`src/rtl/ysyx_23060061_pkg.sv`:
```
// Shared types for the ysyx_23060061 instruction-fetch path: FSM states,
// AXI response codes and the prefetch queue entry.
package ysyx_23060061_pkg;

  typedef enum logic [1:0] {
    IDLE      = 2'd0,
    SEND_ADDR = 2'd1,
    WAIT_DATA = 2'd2
  } ifu_state_t;

  localparam logic [1:0] AXI_RESP_OKAY = 2'b00;

  typedef struct packed {
    logic [31:0] pc;
    logic [31:0] inst;
    logic        fault;
  } fetch_entry_t;

  function automatic fetch_entry_t make_fault_entry(input logic [31:0] pc);
    make_fault_entry = '{pc: pc, inst: 32'h0, fault: 1'b1};
  endfunction

endpackage

```
`src/rtl/ysyx_23060061_ifu_prefetch_if.sv`:
```
// AXI4-Lite read-only channel between the IFU (master) and instruction memory (slave).
interface ysyx_23060061_ifu_prefetch_if;

  logic [31:0] araddr;
  logic        arvalid;
  logic        arready;
  logic [31:0] rdata;
  logic [1:0]  rresp;
  logic        rvalid;
  logic        rready;

  modport master (
    output araddr, arvalid, rready,
    input  arready, rdata, rresp, rvalid
  );

  modport slave (
    input  araddr, arvalid, rready,
    output arready, rdata, rresp, rvalid
  );

endinterface

```
`src/rtl/ysyx_23060061_ifu_fifo.sv`:
```
// Synchronous FIFO of fetch entries; flush empties it and overrides push/pop.
module ysyx_23060061_ifu_fifo
  import ysyx_23060061_pkg::*;
#(
  parameter int DEPTH = 4
) (
  input  logic                   clk,
  input  logic                   rst,
  input  logic                   push,
  input  fetch_entry_t           push_entry,
  input  logic                   pop,
  input  logic                   flush,
  output logic [$clog2(DEPTH):0] count,
  output fetch_entry_t           head
);

  localparam int            AW      = $clog2(DEPTH);
  localparam logic [AW:0]   FULL    = (AW+1)'(DEPTH);
  localparam logic [AW:0]   CNT_ONE = (AW+1)'(1);
  localparam logic [AW-1:0] PTR_ONE = AW'(1);

  fetch_entry_t  mem [DEPTH];
  logic [AW-1:0] wr_ptr;
  logic [AW-1:0] rd_ptr;
  logic          do_push;
  logic          do_pop;

  assign do_pop  = pop && !flush && (count != '0);
  assign do_push = push && !flush && ((count != FULL) || do_pop);
  assign head    = mem[rd_ptr];

  always_ff @(posedge clk or posedge rst) begin
    if (rst) begin
      wr_ptr <= '0;
      rd_ptr <= '0;
      count  <= '0;
      for (int i = 0; i < DEPTH; i++) mem[i] <= '0;
    end else if (flush) begin
      wr_ptr <= '0;
      rd_ptr <= '0;
      count  <= '0;
    end else begin
      if (do_push) begin
        mem[wr_ptr] <= push_entry;
        wr_ptr      <= wr_ptr + PTR_ONE;
      end
      if (do_pop) rd_ptr <= rd_ptr + PTR_ONE;
      case ({do_push, do_pop})
        2'b10:   count <= count + CNT_ONE;
        2'b01:   count <= count - CNT_ONE;
        default: ;
      endcase
    end
  end

endmodule

```
`src/rtl/ysyx_23060061_ifu_prefetch.sv`:
```
// Instruction-fetch unit: prefetches sequential words over AXI4-Lite into a
// queue, squashes on redirect and reports bus errors / misaligned targets as faults.
module ysyx_23060061_ifu_prefetch
  import ysyx_23060061_pkg::*;
#(
  parameter logic [31:0] RESET_PC   = 32'h8000_0000,
  parameter int          FIFO_DEPTH = 4
) (
  input  logic                                clk,
  input  logic                                rst,
  input  logic                                redirect_valid,
  input  logic [31:0]                         redirect_pc,
  output logic                                inst_valid,
  output logic [31:0]                         inst,
  output logic [31:0]                         inst_pc,
  output logic                                inst_fault,
  input  logic                                iduReady,
  ysyx_23060061_ifu_prefetch_if.master        axi
);

  localparam int          CW      = $clog2(FIFO_DEPTH) + 1;
  localparam logic [CW:0] DEPTH_W = (CW+1)'(FIFO_DEPTH);

  ifu_state_t    state, state_n;
  logic [31:0]   fetch_pc, fetch_pc_n;
  logic [31:0]   araddr, araddr_n;
  logic [31:0]   mis_pc, mis_pc_n;
  logic          arvalid, arvalid_n;
  logic          rready, rready_n;
  logic          drop, drop_n;
  logic          halted, halted_n;
  logic          mis_pending, mis_pending_n;

  logic [CW-1:0] count;
  fetch_entry_t  head;
  fetch_entry_t  push_entry;
  logic          push;
  logic          pop;

  logic          ar_fire;
  logic          r_fire;
  logic          resp_err;
  logic          aligned;
  logic          inflight;
  logic          can_issue;
  logic [CW:0]   used;

  assign ar_fire  = arvalid && axi.arready;
  assign r_fire   = rready && axi.rvalid;
  assign resp_err = axi.rresp != AXI_RESP_OKAY;
  assign aligned  = redirect_pc[1:0] == 2'b00;
  assign inflight = state == WAIT_DATA;

  // Counting the in-flight beat reserves its queue slot, so a push can never overflow.
  assign used      = {1'b0, count} + {{CW{1'b0}}, inflight};
  assign can_issue = (used < DEPTH_W) && !halted && !mis_pending && !redirect_valid;

  assign inst_valid = count != '0;
  assign inst       = head.inst;
  assign inst_pc    = head.pc;
  assign inst_fault = head.fault;
  assign pop        = inst_valid && iduReady;

  assign axi.araddr  = araddr;
  assign axi.arvalid = arvalid;
  assign axi.rready  = rready;

  ysyx_23060061_ifu_fifo #(
    .DEPTH (FIFO_DEPTH)
  ) u_fifo (
    .clk        (clk),
    .rst        (rst),
    .push       (push),
    .push_entry (push_entry),
    .pop        (pop),
    .flush      (redirect_valid),
    .count      (count),
    .head       (head)
  );

  always_ff @(posedge clk or posedge rst) begin
    if (rst) begin
      state       <= IDLE;
      fetch_pc    <= RESET_PC;
      araddr      <= RESET_PC;
      arvalid     <= 1'b0;
      rready      <= 1'b0;
      drop        <= 1'b0;
      halted      <= 1'b0;
      mis_pending <= 1'b0;
      mis_pc      <= '0;
    end else begin
      state       <= state_n;
      fetch_pc    <= fetch_pc_n;
      araddr      <= araddr_n;
      arvalid     <= arvalid_n;
      rready      <= rready_n;
      drop        <= drop_n;
      halted      <= halted_n;
      mis_pending <= mis_pending_n;
      mis_pc      <= mis_pc_n;
    end
  end

  always_comb begin
    state_n       = state;
    fetch_pc_n    = fetch_pc;
    araddr_n      = araddr;
    arvalid_n     = arvalid;
    rready_n      = rready;
    drop_n        = drop;
    halted_n      = halted;
    mis_pending_n = mis_pending;
    mis_pc_n      = mis_pc;
    push          = 1'b0;
    push_entry    = '0;

    case (state)
      IDLE: begin
        if (can_issue) begin
          araddr_n  = fetch_pc;
          arvalid_n = 1'b1;
          state_n   = SEND_ADDR;
        end
      end
      SEND_ADDR: begin
        if (ar_fire) begin
          arvalid_n = 1'b0;
          rready_n  = 1'b1;
          // A stale beat must not advance the PC past the redirect target.
          if (!drop) fetch_pc_n = fetch_pc + 32'd4;
          state_n = WAIT_DATA;
        end
      end
      WAIT_DATA: begin
        if (r_fire) begin
          rready_n = 1'b0;
          drop_n   = 1'b0;
          if (!drop) begin
            push       = 1'b1;
            push_entry = '{pc: araddr, inst: resp_err ? 32'h0 : axi.rdata, fault: resp_err};
            if (resp_err) halted_n = 1'b1;
          end
          if (can_issue && !(resp_err && !drop)) begin
            araddr_n  = fetch_pc;
            arvalid_n = 1'b1;
            state_n   = SEND_ADDR;
          end else begin
            state_n = IDLE;
          end
        end
      end
      default: state_n = IDLE;
    endcase

    if (mis_pending && !push && ({1'b0, count} < DEPTH_W)) begin
      push          = 1'b1;
      push_entry    = make_fault_entry(mis_pc);
      halted_n      = 1'b1;
      mis_pending_n = 1'b0;
    end

    // Redirect wins over everything above; the FIFO flush drops any push this cycle.
    if (redirect_valid) begin
      fetch_pc_n    = redirect_pc;
      halted_n      = 1'b0;
      mis_pending_n = !aligned;
      mis_pc_n      = redirect_pc;
      case (state)
        IDLE: begin
          if (aligned) begin
            araddr_n  = redirect_pc;
            arvalid_n = 1'b1;
            state_n   = SEND_ADDR;
          end
        end
        SEND_ADDR: drop_n = 1'b1;
        WAIT_DATA: begin
          if (r_fire) begin
            drop_n = 1'b0;
            if (aligned) begin
              araddr_n  = redirect_pc;
              arvalid_n = 1'b1;
              state_n   = SEND_ADDR;
            end else begin
              arvalid_n = 1'b0;
              state_n   = IDLE;
            end
          end else begin
            drop_n = 1'b1;
          end
        end
        default: ;
      endcase
    end
  end

endmodule

```
`src/flat_wrapper.sv`:
```
// flat-port wrapper written by rule: the top's interface ports become plain ports
module ysyx_23060061_ifu_prefetch_flat import ysyx_23060061_pkg::*;
#(
  parameter logic [31:0] RESET_PC   = 32'h8000_0000,
  parameter int          FIFO_DEPTH = 4
)
  (clk, rst, redirect_valid, redirect_pc, inst_valid, inst, inst_pc, inst_fault, iduReady, axi_araddr, axi_arvalid, axi_rready, axi_arready, axi_rdata, axi_rresp, axi_rvalid);
  ysyx_23060061_ifu_prefetch_if axi_i ();
  input  logic clk;
  input  logic rst;
  input  logic redirect_valid;
  input  logic [31:0] redirect_pc;
  output logic inst_valid;
  output logic [31:0] inst;
  output logic [31:0] inst_pc;
  output logic inst_fault;
  input  logic iduReady;
  output wire logic [$bits(axi_i.araddr)-1:0] axi_araddr;
  output wire logic [$bits(axi_i.arvalid)-1:0] axi_arvalid;
  output wire logic [$bits(axi_i.rready)-1:0] axi_rready;
  input wire logic [$bits(axi_i.arready)-1:0] axi_arready;
  input wire logic [$bits(axi_i.rdata)-1:0] axi_rdata;
  input wire logic [$bits(axi_i.rresp)-1:0] axi_rresp;
  input wire logic [$bits(axi_i.rvalid)-1:0] axi_rvalid;
  assign axi_araddr = axi_i.araddr;
  assign axi_arvalid = axi_i.arvalid;
  assign axi_rready = axi_i.rready;
  assign axi_i.arready = axi_arready;
  assign axi_i.rdata = axi_rdata;
  assign axi_i.rresp = axi_rresp;
  assign axi_i.rvalid = axi_rvalid;
  ysyx_23060061_ifu_prefetch #(.RESET_PC(RESET_PC), .FIFO_DEPTH(FIFO_DEPTH)) u_core (.clk(clk), .rst(rst), .redirect_valid(redirect_valid), .redirect_pc(redirect_pc), .inst_valid(inst_valid), .inst(inst), .inst_pc(inst_pc), .inst_fault(inst_fault), .iduReady(iduReady), .axi(axi_i));
endmodule
```
`config.mk`:
```
export PLATFORM = sky130hd
export DESIGN_NAME = ysyx_23060061_ifu_prefetch_flat
export DESIGN_NICKNAME = d
export VERILOG_FILES = /design/src/rtl/ysyx_23060061_pkg.sv /design/src/rtl/ysyx_23060061_ifu_prefetch_if.sv /design/src/rtl/ysyx_23060061_ifu_fifo.sv /design/src/rtl/ysyx_23060061_ifu_prefetch.sv /design/src/flat_wrapper.sv
export SDC_FILE = /design/constraint.sdc
export NUM_CORES = 1
export LEC_CHECK = 0
export CORE_UTILIZATION = 60
export CTS_CLUSTER_SIZE = 16
export DETAILED_ROUTE_END_ITERATION = 8
export GPL_TIMING_DRIVEN = 0
export PLACE_DENSITY = 0.85
export SYNTH_ARGS = -nofsm -noshare
export SYNTH_HDL_FRONTEND = slang
export SYNTH_SLANG_ARGS = --single-unit
```
`constraint.sdc`:
```
create_clock -name clk -period 28.3 [get_ports clk]
set_clock_uncertainty 0.2 [all_clocks]
set_input_delay 8.49 -clock clk [delete_from_list [all_inputs] [get_ports clk]]
set_output_delay 8.49 -clock clk [all_outputs]
set_load 0.1 [all_outputs]
```
==> impl_metrics.csv <==
group,metric,value,unit
drt,drc_errors,0,
setup_path,r2r_cells,8,
min_path,holdPathStages,1,
logic_synthesis,synth-edff-count,0,
logic_synthesis,async_reset_ff_frac,1.00,
placement,place_area,0.0196,mm²
sta,rsz0062_at_grt,"false",
logic_synthesis,synthXorXnorAreaFrac,0.0141,
sta,fin_crit_sh,0.434,
setup_path,critical_path_class,"flip-flop to output port",
logic_synthesis,synth_top_family_by_area,"multiplexers",
placement,dp_hpwl,29100,µm
logic_synthesis,synth_compound_area_frac,0.0889,
min_path,hold_path_end,"u_core.u_fifo.mem[224]$_DFFE_PP0P_",
setup_path,regToRegStartpoint,"u_core.state[0]$_DFF_PP0_",
setup_path,r2r_end,"u_core.u_fifo.mem[195]$_DFFE_PP0P_",
final_layout,final_area,0.0209,mm²
grt,grt_pass1_vias,12472,
logic_synthesis,yosys.area_share.simple,0.0533,
logic_synthesis,synthAdderAreaFrac,0.00763,
setup_path,setup.worst_path.start_class,"flip-flop",
final_layout,drive_above_1_share,0.258,
drt,routedWlPerCell,22.8,µm
grt,track_usage,0.304,
logic_synthesis,netlist_area,0.0174,mm²
min_path,hold_class,"flip-flop to flip-flop",
sta,worst_pin_slew,1100,ps
clocking,post-cts-setup-buffers,0,
grt,grt_overflow,0,
placement,place.port_buffers,169,
power_and_ir_drop,vdd_drop_max,0.000138,V
sta,fin_setup_tns,0,ps
placement,gp_congestion,0.885,
setup_path,cp_cell_sequence,"clkbuf_1, clkbuf_1, mux4_2, clkdlybuf4s50_1",
logic_synthesis,yosys.area.top_type,"dfrtp_1",
logic_synthesis,synth_top_area_frac,0.530,
die,start_util,0.617,
drt,drt-total-wl,43700,µm
clocking,clock_latency,530,ps
clocking,cts_buffers,39,
final_layout,layout.cells.most_common_list,"368 x dfrtp_1, 207 x mux2_2, 169 x clkdlybuf4s50_1",
drt,drtIter0Drc,905,
sta,hold_viol,0,
clocking,path_clk_slew,60,ps
die,die_h,172,µm
sta,min_period,12270,ps
logic_synthesis,ys_top_cells_by_area,"dfrtp_1 53%, mux2_2 13%, mux4_2 8.4%, mux2_1 3.8%, o21ai_0 1.9%",
clocking,cts_resized,0,
logic_synthesis,yosys_warnings,0,
clocking,cts_tree,"yes",
setup_path,critPathRequiredTime,19610,ps
sta,relSlewSlack,0.261,
sta,fmax,81.5,MHz
final_layout,fin_nets,1594,
min_path,hp-start,"u_core.u_fifo.mem[224]$_DFFE_PP0P_",
die,fp.coreArea,0.0282,mm²
clocking,holdBufCountCts,0,
drt,via_count,12094,
logic_synthesis,ys_types,56,
setup_path,cpLargestDelayFamily,"buffers and inverters",
grt,antenna_found_initial,1,
power_and_ir_drop,powerDensity,105,mW/mm²
die,die_w,172,µm
drt,vias_per_cell,6.31,
final_layout,fill_cells,1733,
clocking,cts_buffer_depth,3,
die,ios,172,
logic_synthesis,syn-instance-count,1299,
clocking,numClockSinks,370,
sta,maxSlewViolCount,0,
placement,pre_cts_ws,16590,ps
setup_path,regToRegSetupSlack,24880,ps
logic_synthesis,yosysSeqAreaShare,0.533,
drt,firstDrtPassIters,7,
setup_path,slowest_delay,1140,ps
sta,finalSetupViolCount,0,
die,rows,61,
final_layout,area_growth,20.5,%
setup_path,critPathSlowestCell,"clkdlybuf4s50_1",
logic_synthesis,synthMuxAreaShare,0.258,
drt,detail-route-antenna-nets,0,
sta,fin_ws,16030,ps
final_layout,antennaDiodeCount,0,
clocking,root_buffer,"clkbuf_16",
flow_run,maxCapViolations,0,
logic_synthesis,synth_area_per_cell,13.4,µm²
grt,grt_pass1_wl,68400,µm
setup_path,crit_top_cell,"clkbuf_1",
grt,grt_max_degree,137,
setup_path,path_buf_inv,3,
final_layout,final_common_cell,"dfrtp_1",
setup_path,cp.arrival,3580,ps
status,status,"finished, final reports clean",
power_and_ir_drop,p_leak,9.69,nW
logic_synthesis,synthFlopType,"dfrtp_1",
clocking,htreeDepth,2,
setup_path,cp_max_fo,10,
logic_synthesis,synthesis.nets,1381,
setup_path,worst_setup_path_end_kind,"output port",
die,dieArea,0.0296,mm²
logic_synthesis,ys_seq_elements,370,
setup_path,crit_start,"u_core.u_fifo.rd_ptr[1]$_DFFE_PP0P_",
through the flow:
stage | hold slack, ps | power [mW] | instances | util
floorplan | 259 | 1.43 | 1299 | -
global placement | 268 | 1.64 | 1846 | 0.694
detailed placement | 278 | 1.66 | 1849 | 0.697
CTS | 292 | 2.19 | 1916 | 0.744
global route | 305 | 2.27 | 1916 | 0.744
finish | 288 | 2.19 | 1916 | 0.744
Yosys cell counts (7+ instances only):
| cell | n |
|---|---|
| nand2_1 | 58 |
| buf_2 | 17 |
| a21oi_1 | 7 |
| a221oi_1 | 25 |
| inv_1 | 68 |
| buf_1 | 7 |
| xor2_1 | 23 |
| a22oi_1 | 32 |
| o21ai_0 | 66 |
| dfrtp_1 | 368 |
| o22ai_1 | 30 |
| mux2_2 | 207 |
| and3_1 | 12 |
| and2_1 | 33 |
| clkbuf_1 | 34 |
| buf_4 | 30 |
| mux2_1 | 59 |
| nand4_1 | 10 |
| nand3_1 | 20 |
| a22o_1 | 32 |
| mux4_2 | 65 |
| nor2_1 | 19 |
| ha_1 | 9 |
flip-flops by register name (all words and copies together), names as in the netlist:
name                  count
u_core.u_fifo.mem       260
u_core.axi.araddr        32
u_core.fetch_pc          32
u_core.mis_pc            32
u_core.u_fifo.count       3
u_core.state              2
u_core.u_fifo.rd_ptr      2
u_core.u_fifo.wr_ptr      2
u_core.axi.arvalid        1
u_core.axi.rready         1
u_core.drop               1
u_core.halted             1
u_core.mis_pending        1
final cells by class:
cell class                 instances  area (µm²)  area share
clock inverter                     6         130     0.00621
tap                              378         473      0.0226
inverter                          68         263      0.0125
buffer                            93         520      0.0249
timing repair buffer             172        1770      0.0847
multi-input combinational        768        7340       0.350
clock buffer                      61        1180      0.0564
sequential                       370        9260       0.442
kinds of logic after synthesis:
group | Yosys count
AO/OA/AOI/OAI | 218
XOR/XNOR | 28
adder cells (fa/ha/maj) | 10
buffers and inverters | 161
flip-flops | 370
multiplexers | 334
AND/OR/NAND/NOR | 178
power by group:
part           total, mW  switching [mW]  internal (mW)
clock              0.525           0.203          0.322
sequential         0.721          0.0852          0.636
combinational      0.944           0.637          0.307
total               2.19           0.925           1.27
worst register-to-register path, stage by stage (launching register included):
cell and delay, ps:
dfrtp_1 420, inv_1 100, ha_1 150, buf_2 200, nand4b_1 260, nor3_1 910, clkbuf_1 520, a21oi_1 210
mux2_1 330
layer usage:
| metal | routed length, µm | track usage | vias to the layer above |
|---|---|---|---|
| li1 | - | - | 5209 |
| met3 | 3180 | 0.0483 | 98 |
| met1 | 17500 | 0.400 | 6216 |
| met4 | 1180 | 0.102 | 2 |
| met5 | 12 | 0 | - |
| met2 | 21800 | 0.516 | 569 |
how the worst max path moves through the flow:
stage / end / cells after the start
2_1_floorplan: u_core.axi.araddr[0]$_DFF_PP0_ / 1
6_report: inst_pc[18] / 4
5_1_grt: inst_pc[21] / 4
3_3_place_gp: u_core.u_fifo.mem[122]$_DFFE_PP0P_ / 2
4_1_cts: inst_pc[18] / 4
3_5_place_dp: inst_pc[18] / 4
Note: power is estimated with default switching activity, not from simulation.
